### config.mk
export PLATFORM = sky130hd
export DESIGN_NAME = shield_hit_ctrl
export DESIGN_NICKNAME = d
export VERILOG_FILES = /design/src/rtl/shield_hit_ctrl_pkg.sv /design/src/rtl/shield_hit_latch.sv /design/src/rtl/shield_hit_ctrl.sv
export SDC_FILE = /design/constraint.sdc
export NUM_CORES = 1
export LEC_CHECK = 0
export ABC_AREA = 1
export CORE_MARGIN = 4
export CORE_UTILIZATION = 54
export DETAILED_ROUTE_END_ITERATION = 12
export GPL_TIMING_DRIVEN = 0
export PLACE_DENSITY = 0.88
export SLEW_MARGIN = 20
export SYNTH_ARGS = -nofsm -noshare
export SYNTH_HDL_FRONTEND = slang
export SYNTH_SLANG_ARGS = --single-unit
export TNS_END_PERCENT = 5
### constraint.sdc
create_clock -name clk -period 2.6 [get_ports clk]
set_clock_uncertainty 0.15 [all_clocks]
set_input_delay 0.26 -clock clk [delete_from_list [all_inputs] [get_ports clk]]
set_output_delay 0.26 -clock clk [all_outputs]
set_load 0.005 [all_outputs]
### src/rtl/shield_hit_ctrl_pkg.sv
// Shared types and constants for the shield hit controller.
package shield_hit_ctrl_pkg;

  localparam int unsigned COORD_W = 11;

  typedef enum logic [1:0] {
    EMPTY   = 2'd0,
    LATCHED = 2'd1,
    ERASE   = 2'd2
  } hit_state_t;

endpackage

### src/rtl/shield_hit_latch.sv
// One projectile source: remembers its first shield hit of a frame, issues the
// kill at the next frame start, then erases the shield pixel when it is rescanned.
module shield_hit_latch
  import shield_hit_ctrl_pkg::*;
(
  input  logic               clk,
  input  logic               reset,
  input  logic               start_of_frame,
  input  logic               play_game,
  input  logic [COORD_W-1:0] pixel_x,
  input  logic [COORD_W-1:0] pixel_y,
  input  logic               shield_draw_req,
  input  logic               source_draw_req,
  output logic               kill,
  output logic               erase_req
);

  hit_state_t         state;
  hit_state_t         state_next;
  logic [COORD_W-1:0] hit_x;
  logic [COORD_W-1:0] hit_y;
  logic               capture;
  logic               hit;
  logic               match;

  assign hit   = shield_draw_req & source_draw_req;
  assign match = (pixel_x == hit_x) && (pixel_y == hit_y);

  // Outputs are masked by reset so a pending erase is dropped, not strobed.
  always_comb begin
    state_next = state;
    kill       = 1'b0;
    erase_req  = 1'b0;
    capture    = 1'b0;
    if (!play_game) begin
      state_next = EMPTY;
    end else begin
      case (state)
        EMPTY: begin
          if (hit) begin
            state_next = LATCHED;
            capture    = 1'b1;
          end
        end
        LATCHED: begin
          if (start_of_frame) begin
            state_next = ERASE;
            kill       = ~reset;
          end
        end
        ERASE: begin
          if (match) begin
            state_next = EMPTY;
            erase_req  = ~reset;
          end else if (start_of_frame) begin
            state_next = EMPTY;
          end
        end
        default: state_next = EMPTY;
      endcase
    end
  end

  always_ff @(posedge clk) begin
    if (reset) begin
      state <= EMPTY;
      hit_x <= '0;
      hit_y <= '0;
    end else begin
      state <= state_next;
      if (!play_game) begin
        hit_x <= '0;
        hit_y <= '0;
      end else if (capture) begin
        hit_x <= pixel_x;
        hit_y <= pixel_y;
      end
    end
  end

endmodule

### src/rtl/shield_hit_ctrl.sv
// Shield damage controller: missile (and, with SHIELD_BOMB_HIT_EN defined, bomb)
// hit tracking, shield erase strobe and saturating hit counter.
module shield_hit_ctrl
  import shield_hit_ctrl_pkg::*;
#(
  parameter int unsigned HIT_CNT_W = 16
) (
  input  logic                 clk,
  input  logic                 reset,
  input  logic                 startOfFrame,
  input  logic                 playGame,
  input  logic [COORD_W-1:0]   pixelX,
  input  logic [COORD_W-1:0]   pixelY,
  input  logic                 shieldDrawReq,
  input  logic                 missileDrawReq,
  input  logic                 bombDrawReq,
  output logic                 shieldCollision,
  output logic                 missileKill,
  output logic                 bombKill,
  output logic [HIT_CNT_W-1:0] hitCount
);

  logic missile_erase;
  logic bomb_erase;

  shield_hit_latch u_missile (
    .clk             (clk),
    .reset           (reset),
    .start_of_frame  (startOfFrame),
    .play_game       (playGame),
    .pixel_x         (pixelX),
    .pixel_y         (pixelY),
    .shield_draw_req (shieldDrawReq),
    .source_draw_req (missileDrawReq),
    .kill            (missileKill),
    .erase_req       (missile_erase)
  );

`ifdef SHIELD_BOMB_HIT_EN
  shield_hit_latch u_bomb (
    .clk             (clk),
    .reset           (reset),
    .start_of_frame  (startOfFrame),
    .play_game       (playGame),
    .pixel_x         (pixelX),
    .pixel_y         (pixelY),
    .shield_draw_req (shieldDrawReq),
    .source_draw_req (bombDrawReq),
    .kill            (bombKill),
    .erase_req       (bomb_erase)
  );
`else
  logic bomb_req_unused;
  assign bomb_req_unused = bombDrawReq;
  assign bombKill        = 1'b0;
  assign bomb_erase      = 1'b0;
`endif

  // A shared pixel erased by both sources collapses into one strobe and one count.
  assign shieldCollision = missile_erase | bomb_erase;

  always_ff @(posedge clk) begin
    if (reset || !playGame) begin
      hitCount <= '0;
    end else if (shieldCollision && (hitCount != '1)) begin
      hitCount <= hitCount + HIT_CNT_W'(1);
    end
  end

endmodule

==> impl_metrics.env, run 1 <==
export IMPL_yosysSeqAreaShare=0.3518
export IMPL_endpoint_kind="output pin"
export IMPL_grt_pass1_vias=2135
export IMPL_cp_cell_sequence="clkdlybuf4s50_1 -> inv_1 -> nand2_1 -> nand2_1 -> nor2_1 -> nand2_1 -> nor2_2 -> nand3_4 -> nor2_8 -> clkdlybuf4s50_1"
export IMPL_grt_first_pass_wirelength_um=9073
export IMPL_power_frac_comb=0.112
export IMPL_r2r_end="hitCount[7]"
export IMPL_coreArea_um2=4029
export IMPL_netlist_instances=361
export IMPL_syn_to_final_growth_pct=27.32
export IMPL_switching_power_mw=0.2853
export IMPL_final_hold_viol_count=0
export IMPL_place_ws_ns=0.06337
export IMPL_drive_above_1_share=0.08894
export IMPL_synth_edf_count=0
export IMPL_synthMostInstantiatedCell="nand2_1"
export IMPL_timing_critical_path_buf_inv=3
export IMPL_fp_dieW_um=72.92
export IMPL_die_height_um=72.92
export IMPL_arrival_ns=2.06
export IMPL_holdPathStages=3
export IMPL_fp_row_count=23
export IMPL_cts_tree="yes"
export IMPL_yosys_most_used_dff="dfxtp_1"
export IMPL_crit_path_frequent_cell="nand2_1"
export IMPL_num_vias=2314
export IMPL_seqPwrFrac=0.526
export IMPL_crit_cells=10
export IMPL_p_total_mw=1.188
export IMPL_maxCapViolCount=0
export IMPL_syn_area_um2=2276
export IMPL_yosys_top_cells_count="nand2_1 (96), inv_1 (64), nor2_1 (42), dfxtp_1 (40), a21oi_1 (27)"
export IMPL_cts_buffer_depth=2
export IMPL_wirelength_um=5279
export IMPL_min_period_over_period=0.9516
export IMPL_outcome="completed"
export IMPL_path_max_fanout=3
export IMPL_fillers=335
export IMPL_min_path_type="in2reg"
export IMPL_hold_buffers=0
export IMPL_p_int_mw=0.9023
export IMPL_pin_count=48
export IMPL_via_per_inst=4.966
export IMPL_cp_startpoint="pixelX[7]"
export IMPL_clockRootBuffer="clkbuf_8"
export IMPL_path_class="in2out"
export IMPL_slowest_delay_ns=0.51
export IMPL_tns_ns=0
export IMPL_slew_violations=0
export IMPL_crit_slowest_cell="clkdlybuf4s50_1"
export IMPL_drtAntennaViolNets=0
export IMPL_htreeDepth=2
export IMPL_start_util=0.5649
export IMPL_hold_slack_ns=0.2145
export IMPL_p_leak_nw=1.173
export IMPL_yosys_top_cells_area="dfxtp_1 (35%), nand2_1 (16%), inv_1 (11%)"
export IMPL_drc_errors=0
export IMPL_grt_max_degree=12
export IMPL_path_delay_family="buffers and inverters"
export IMPL_antenna_found_initial=0
export IMPL_drt_initial_drc_count=215
export IMPL_cellPowerDensity_nw_per_um2=409.8
export IMPL_diodes=0
export IMPL_rr_worst_depth=12
export IMPL_p_clk_frac=0.362
export IMPL_ys_warn_count=0
export IMPL_cts_sinks=40
export IMPL_design_area_um2=2898
export IMPL_insertion_delay_ns=0.29
export IMPL_start_kind="input port"
export IMPL_gp_congestion=0.8899
export IMPL_routedWlPerCell_um=11.33
export IMPL_overflow=0
export IMPL_crit_end="shieldCollision"
export IMPL_synth_fp_nets=391
export IMPL_timing_fmax_ghz=0.4042
export IMPL_nets=445
export IMPL_required_ns=2.19
export IMPL_fin_ws_ns=0.1257
export IMPL_rrSetupSlack_ns=0.62
export IMPL_hpwl_um=3933
export IMPL_synth_top_area_share=0.3518
export IMPL_drtPass1Iterations=4
export IMPL_min_period_ns=2.474
export IMPL_synthDistinctLibCells=28
export IMPL_peakVddDrop_mv=0.3435
export IMPL_cts_made_buffers=5
export IMPL_setup_violations=0
export IMPL_async_flop_share=0
export IMPL_sw_frac_of_total=0.2402
export IMPL_rsz0062_at_grt="yes"
export IMPL_rr_startpoint="hitCount[0]"
export IMPL_syn_area_per_cell_um2=6.305
export IMPL_synth_top_area_cell="dfxtp_1"
export IMPL_gr_usage_all_layers=0.2109
export IMPL_port_buffers=45
export IMPL_postPlaceCellArea_um2=2789
export IMPL_die_area_um2=5317
export IMPL_path_clk_slew_ns=0.08
export IMPL_synth_seq_cells=40
-- worst min-delay path by stage --
stage / from / endpoint / slack (ns)
2_1_floorplan: missileDrawReq / u_missile.state[0] / 0.27
6_report: pixelX[1] / u_missile.hit_x[1] / 0.21
5_1_grt: pixelX[1] / u_missile.hit_x[1] / 0.27
3_5_place_dp: u_missile.hit_x[4] / u_missile.hit_x[4] / 0.30
3_3_place_gp: u_missile.hit_y[6] / u_missile.hit_y[6] / 0.29
4_1_cts: u_missile.hit_x[4] / u_missile.hit_x[4] / 0.31
-- logic make-up (layout without fill, tap and decap cells) --
| kind of cell | after synthesis | in the layout | synth area share |
|---|---|---|---|
| simple gates | 184 | 184 | 0.3755 |
| buf+inv | 78 | 133 | 0.1303 |
| compound gates | 51 | 51 | 0.1122 |
| flops | 40 | 40 | 0.3518 |
| xor+xnor | 6 | 6 | 0.02309 |
| fa+ha+maj | 1 | 1 | 0.005497 |
| other cells | 1 | 1 | 0.001648 |
-- placed cells by master (no fill, tap or decap) --
master,n
nand2_1,96
inv_1,64
clkdlybuf4s50_1,44
nor2_1,42
dfxtp_1,40
a21oi_1,27
o21ai_0,22
nor2_2,10
nand3_1,10
clkbuf_1,9
nand4_1,7
clkbuf_8,6
nor3_1,5
xor2_1,4
inv_2,4
nor2_4,3
nor3_2,3
buf_4,3
xnor2_1,2
nand2_2,2
o21ai_1,2
nand3_4,1
nor2_8,1
clkbuf_2,1
nand3_2,1
nand4_2,1
clkinv_1,1
nand2_4,1
nor3b_1,1
ha_1,1
conb_1,1
dlymetal6s2s_1,1
-- state kept, by name, indices dropped and copies added, names as in the netlist --
register         count
hitCount            16
u_missile.hit_y     11
u_missile.hit_x     11
u_missile.state      2
-- power by group through the flow --
stage          Combinational [mW]  Sequential, mW  Clock [mW]
5_1_grt                     0.149           0.626       0.461
2_1_floorplan              0.0670           0.638           0
3_3_place_gp                0.128           0.639           0
3_5_place_dp                0.131           0.639           0
4_1_cts                     0.133           0.625       0.434
6_report                    0.133           0.625       0.430
-- per-layer routing --
layer / wire length (um) / global-route usage / vias up / share of wire
met4: 42 / 0.04713 / 0 / 0.0080
met2: 2586 / 0.3627 / 52 / 0.49
li1: - / - / 1211 / -
met3: 252 / 0.04408 / 6 / 0.048
met5: 0 / 0 / - / 0
met1: 2397 / 0.2709 / 1045 / 0.45
-- repair_timing --
action	CTS	global route
endpoints found under the setup margin	0	2
resized for setup	0	3
setup buffers	0	2
-- worst register-to-register path: stages (launching register included) --
cell and delay [ns]:
dfxtp_1 0.37, ha_1 0.22, inv_1 0.11, nor2_4 0.08
nand3_1 0.10, nor3_1 0.05, nand2_1 0.15, clkinv_1 0.11
nor2_2 0.24, nand2_1 0.13, nand2_1 0.07, nand2_1 0.05
nor2_1 0.09
-- final cells by class --
type	instances	area, um^2	share of cell area
buffer	9	38.79	0.01339
clock buffer	8	90.09	0.03109
inverter	69	259.0	0.08938
multi-input combinational	243	1179	0.4067
sequential	40	800.8	0.2763
tap	50	62.56	0.02159
timing repair buffer	47	467.9	0.1615
-- per-stage QoR --
stage | util | std cells
floorplan | - | 361
global placement | 0.6922 | 456
detailed placement | 0.6922 | 456
CTS | 0.7146 | 464
global route | 0.7193 | 466
finish | 0.7193 | 466
No activity file was read; power rests on OpenSTA's default activity.
==> inputs of run 2 (changes only) <==
- CORE_UTILIZATION: 54 -> 51
- CTS_CLUSTER_SIZE: unset -> 28
- GPL_TIMING_DRIVEN: 0 -> unset
- PLACE_DENSITY: 0.88 -> 0.84
- clock period: 2.6 -> 2.79 ns (I/O delays scaled with it)
==> impl_metrics.env, run 2 (synthesis gave the netlist of run 1 again) <==
export IMPL_outcome="completed"
export IMPL_p_leak_nw=1.140
export IMPL_wirelength_um=5047
export IMPL_crit_slowest_cell="clkdlybuf4s50_1"
export IMPL_diodes=0
export IMPL_drt_initial_drc_count=153
export IMPL_maxCapViolCount=0
export IMPL_final_common_cell="nand2_1"
export IMPL_fillers=382
export IMPL_drive_above_1_share=0.08867
export IMPL_path_max_fanout=6
export IMPL_insertion_delay_ns=0.30
export IMPL_peakVddDrop_mv=0.2865
export IMPL_path_clk_slew_ns=0.07
export IMPL_grt_pass1_vias=2051
export IMPL_start_util=0.5263
export IMPL_die_area_um2=5595
export IMPL_arrival_ns=2.14
export IMPL_hpwl_um=3729
export IMPL_drc_errors=0
export IMPL_coreArea_um2=4324
export IMPL_routedWlPerCell_um=11.02
export IMPL_start_kind="input port"
export IMPL_cts_resized_gates=0
export IMPL_regMostFlops="hitCount"
export IMPL_cts_made_buffers=5
export IMPL_rsz0062_at_grt="no"
export IMPL_cts_tree="yes"
export IMPL_slowest_delay_ns=0.52
export IMPL_hold_buffers=0
export IMPL_overflow=0
export IMPL_gp_congestion=0.9005
export IMPL_cts_sinks=40
export IMPL_grt_max_degree=45
export IMPL_drtAntennaViolNets=0
export IMPL_slew_violations=0
export IMPL_min_period_ns=2.566
export IMPL_design_area_um2=2849
export IMPL_cp_cell_sequence="clkdlybuf4s50_1 -> inv_1 -> nand2_1 -> nand2_1 -> nor2_1 -> nand2_1 -> nor2_2 -> nand3_4 -> nor2_8 -> clkdlybuf4s50_1"
export IMPL_timing_fmax_ghz=0.3897
export IMPL_min_path_type="reg2reg"
export IMPL_syn_to_final_growth_pct=25.18
export IMPL_path_class="in2out"
export IMPL_post_cts_buffers=0
export IMPL_cellPowerDensity_nw_per_um2=375.6
export IMPL_tns_ns=0
export IMPL_setup_violations=0
export IMPL_port_buffers=45
export IMPL_postPlaceCellArea_um2=2771
export IMPL_die_height_um=74.80
export IMPL_cts_buffer_depth=2
export IMPL_final_hold_viol_count=0
export IMPL_antenna_found_initial=0
export IMPL_reg_top3="hitCount: 16 flops, u_missile.hit_x: 11 flops, u_missile.hit_y: 11 flops"
export IMPL_drtPass1Iterations=5
export IMPL_pin_count=48
export IMPL_crit_path_frequent_cell="nand2_1"
export IMPL_grt_first_pass_wirelength_um=8556
export IMPL_nets=436
export IMPL_clockRootBuffer="clkbuf_8"
export IMPL_min_period_over_period=0.9199
export IMPL_largest_reg_flops=16
export IMPL_via_per_inst=4.786
export IMPL_fp_dieW_um=74.80
export IMPL_endpoint_kind="output pin"
export IMPL_fp_row_count=24
export IMPL_gr_usage_all_layers=0.1970
export IMPL_htreeDepth=2
export IMPL_required_ns=2.36
export IMPL_num_vias=2192
export IMPL_layout_common_cells="nand2_1 (96), inv_1 (64), clkdlybuf4s50_1 (45)"
run 2: stage by stage:
stage | util | total power, mW | std cells | hold WS [ns] | setup WS, ns
finish | 0.6589 | 1.070 | 458 | 0.3059 | 0.2236
global route | 0.6589 | 1.124 | 458 | 0.3296 | 0.1022
CTS | 0.6589 | 1.084 | 458 | 0.3095 | 0.2055
detailed placement | 0.6409 | 0.7158 | 451 | 0.2987 | 0.2122
global placement | 0.6409 | 0.7107 | 451 | 0.2937 | 0.2678
floorplan | - | 0.6573 | 361 | 0.2855 | 1.079
run 2: final cells by class:
| type | count | area [um^2] | share of cell area |
|---|---|---|---|
| inverter | 69 | 259.0 | 0.09091 |
| timing repair buffer | 47 | 465.4 | 0.1634 |
| tap | 52 | 65.06 | 0.02284 |
| sequential | 40 | 800.8 | 0.2811 |
| clock inverter | 1 | 5.005 | 0.001757 |
| clock buffer | 6 | 72.57 | 0.02547 |
| multi-input combinational | 243 | 1181 | 0.4146 |
run 2: final timing paths:
check | slack [ns] | endpoint | startpoint | depth (start not counted)
max | 0.22 | shieldCollision | pixelY[1] | 10
min | 0.31 | u_missile.hit_y[0] | u_missile.hit_y[0] | 2
max reg2reg | 0.82 | hitCount[7] | hitCount[0] | 12
min reg2reg | 0.31 | u_missile.hit_y[0] | u_missile.hit_y[0] | 2
run 2: critical path, delay by kind of cell:
| family | cells | cell delay [ns] |
|---|---|---|
| buffers and inverters | 3 | 1.07 |
| and+or+nand+nor | 7 | 0.78 |
run 2: metal layers:
metal,vias to the layer above,wire (um),global-route usage
li1,1184,-,-
met1,960,2265,0.2270
met2,41,2476,0.3493
met3,7,231,0.05340
met4,0,74,0.07115
met5,-,0,0
run 2: power breakdown:
part / internal [mW] / switching, mW
clock: 0.170 / 0.198
sequential: 0.578 / 0.00401
combinational: 0.0597 / 0.0605
total: 0.808 / 0.262
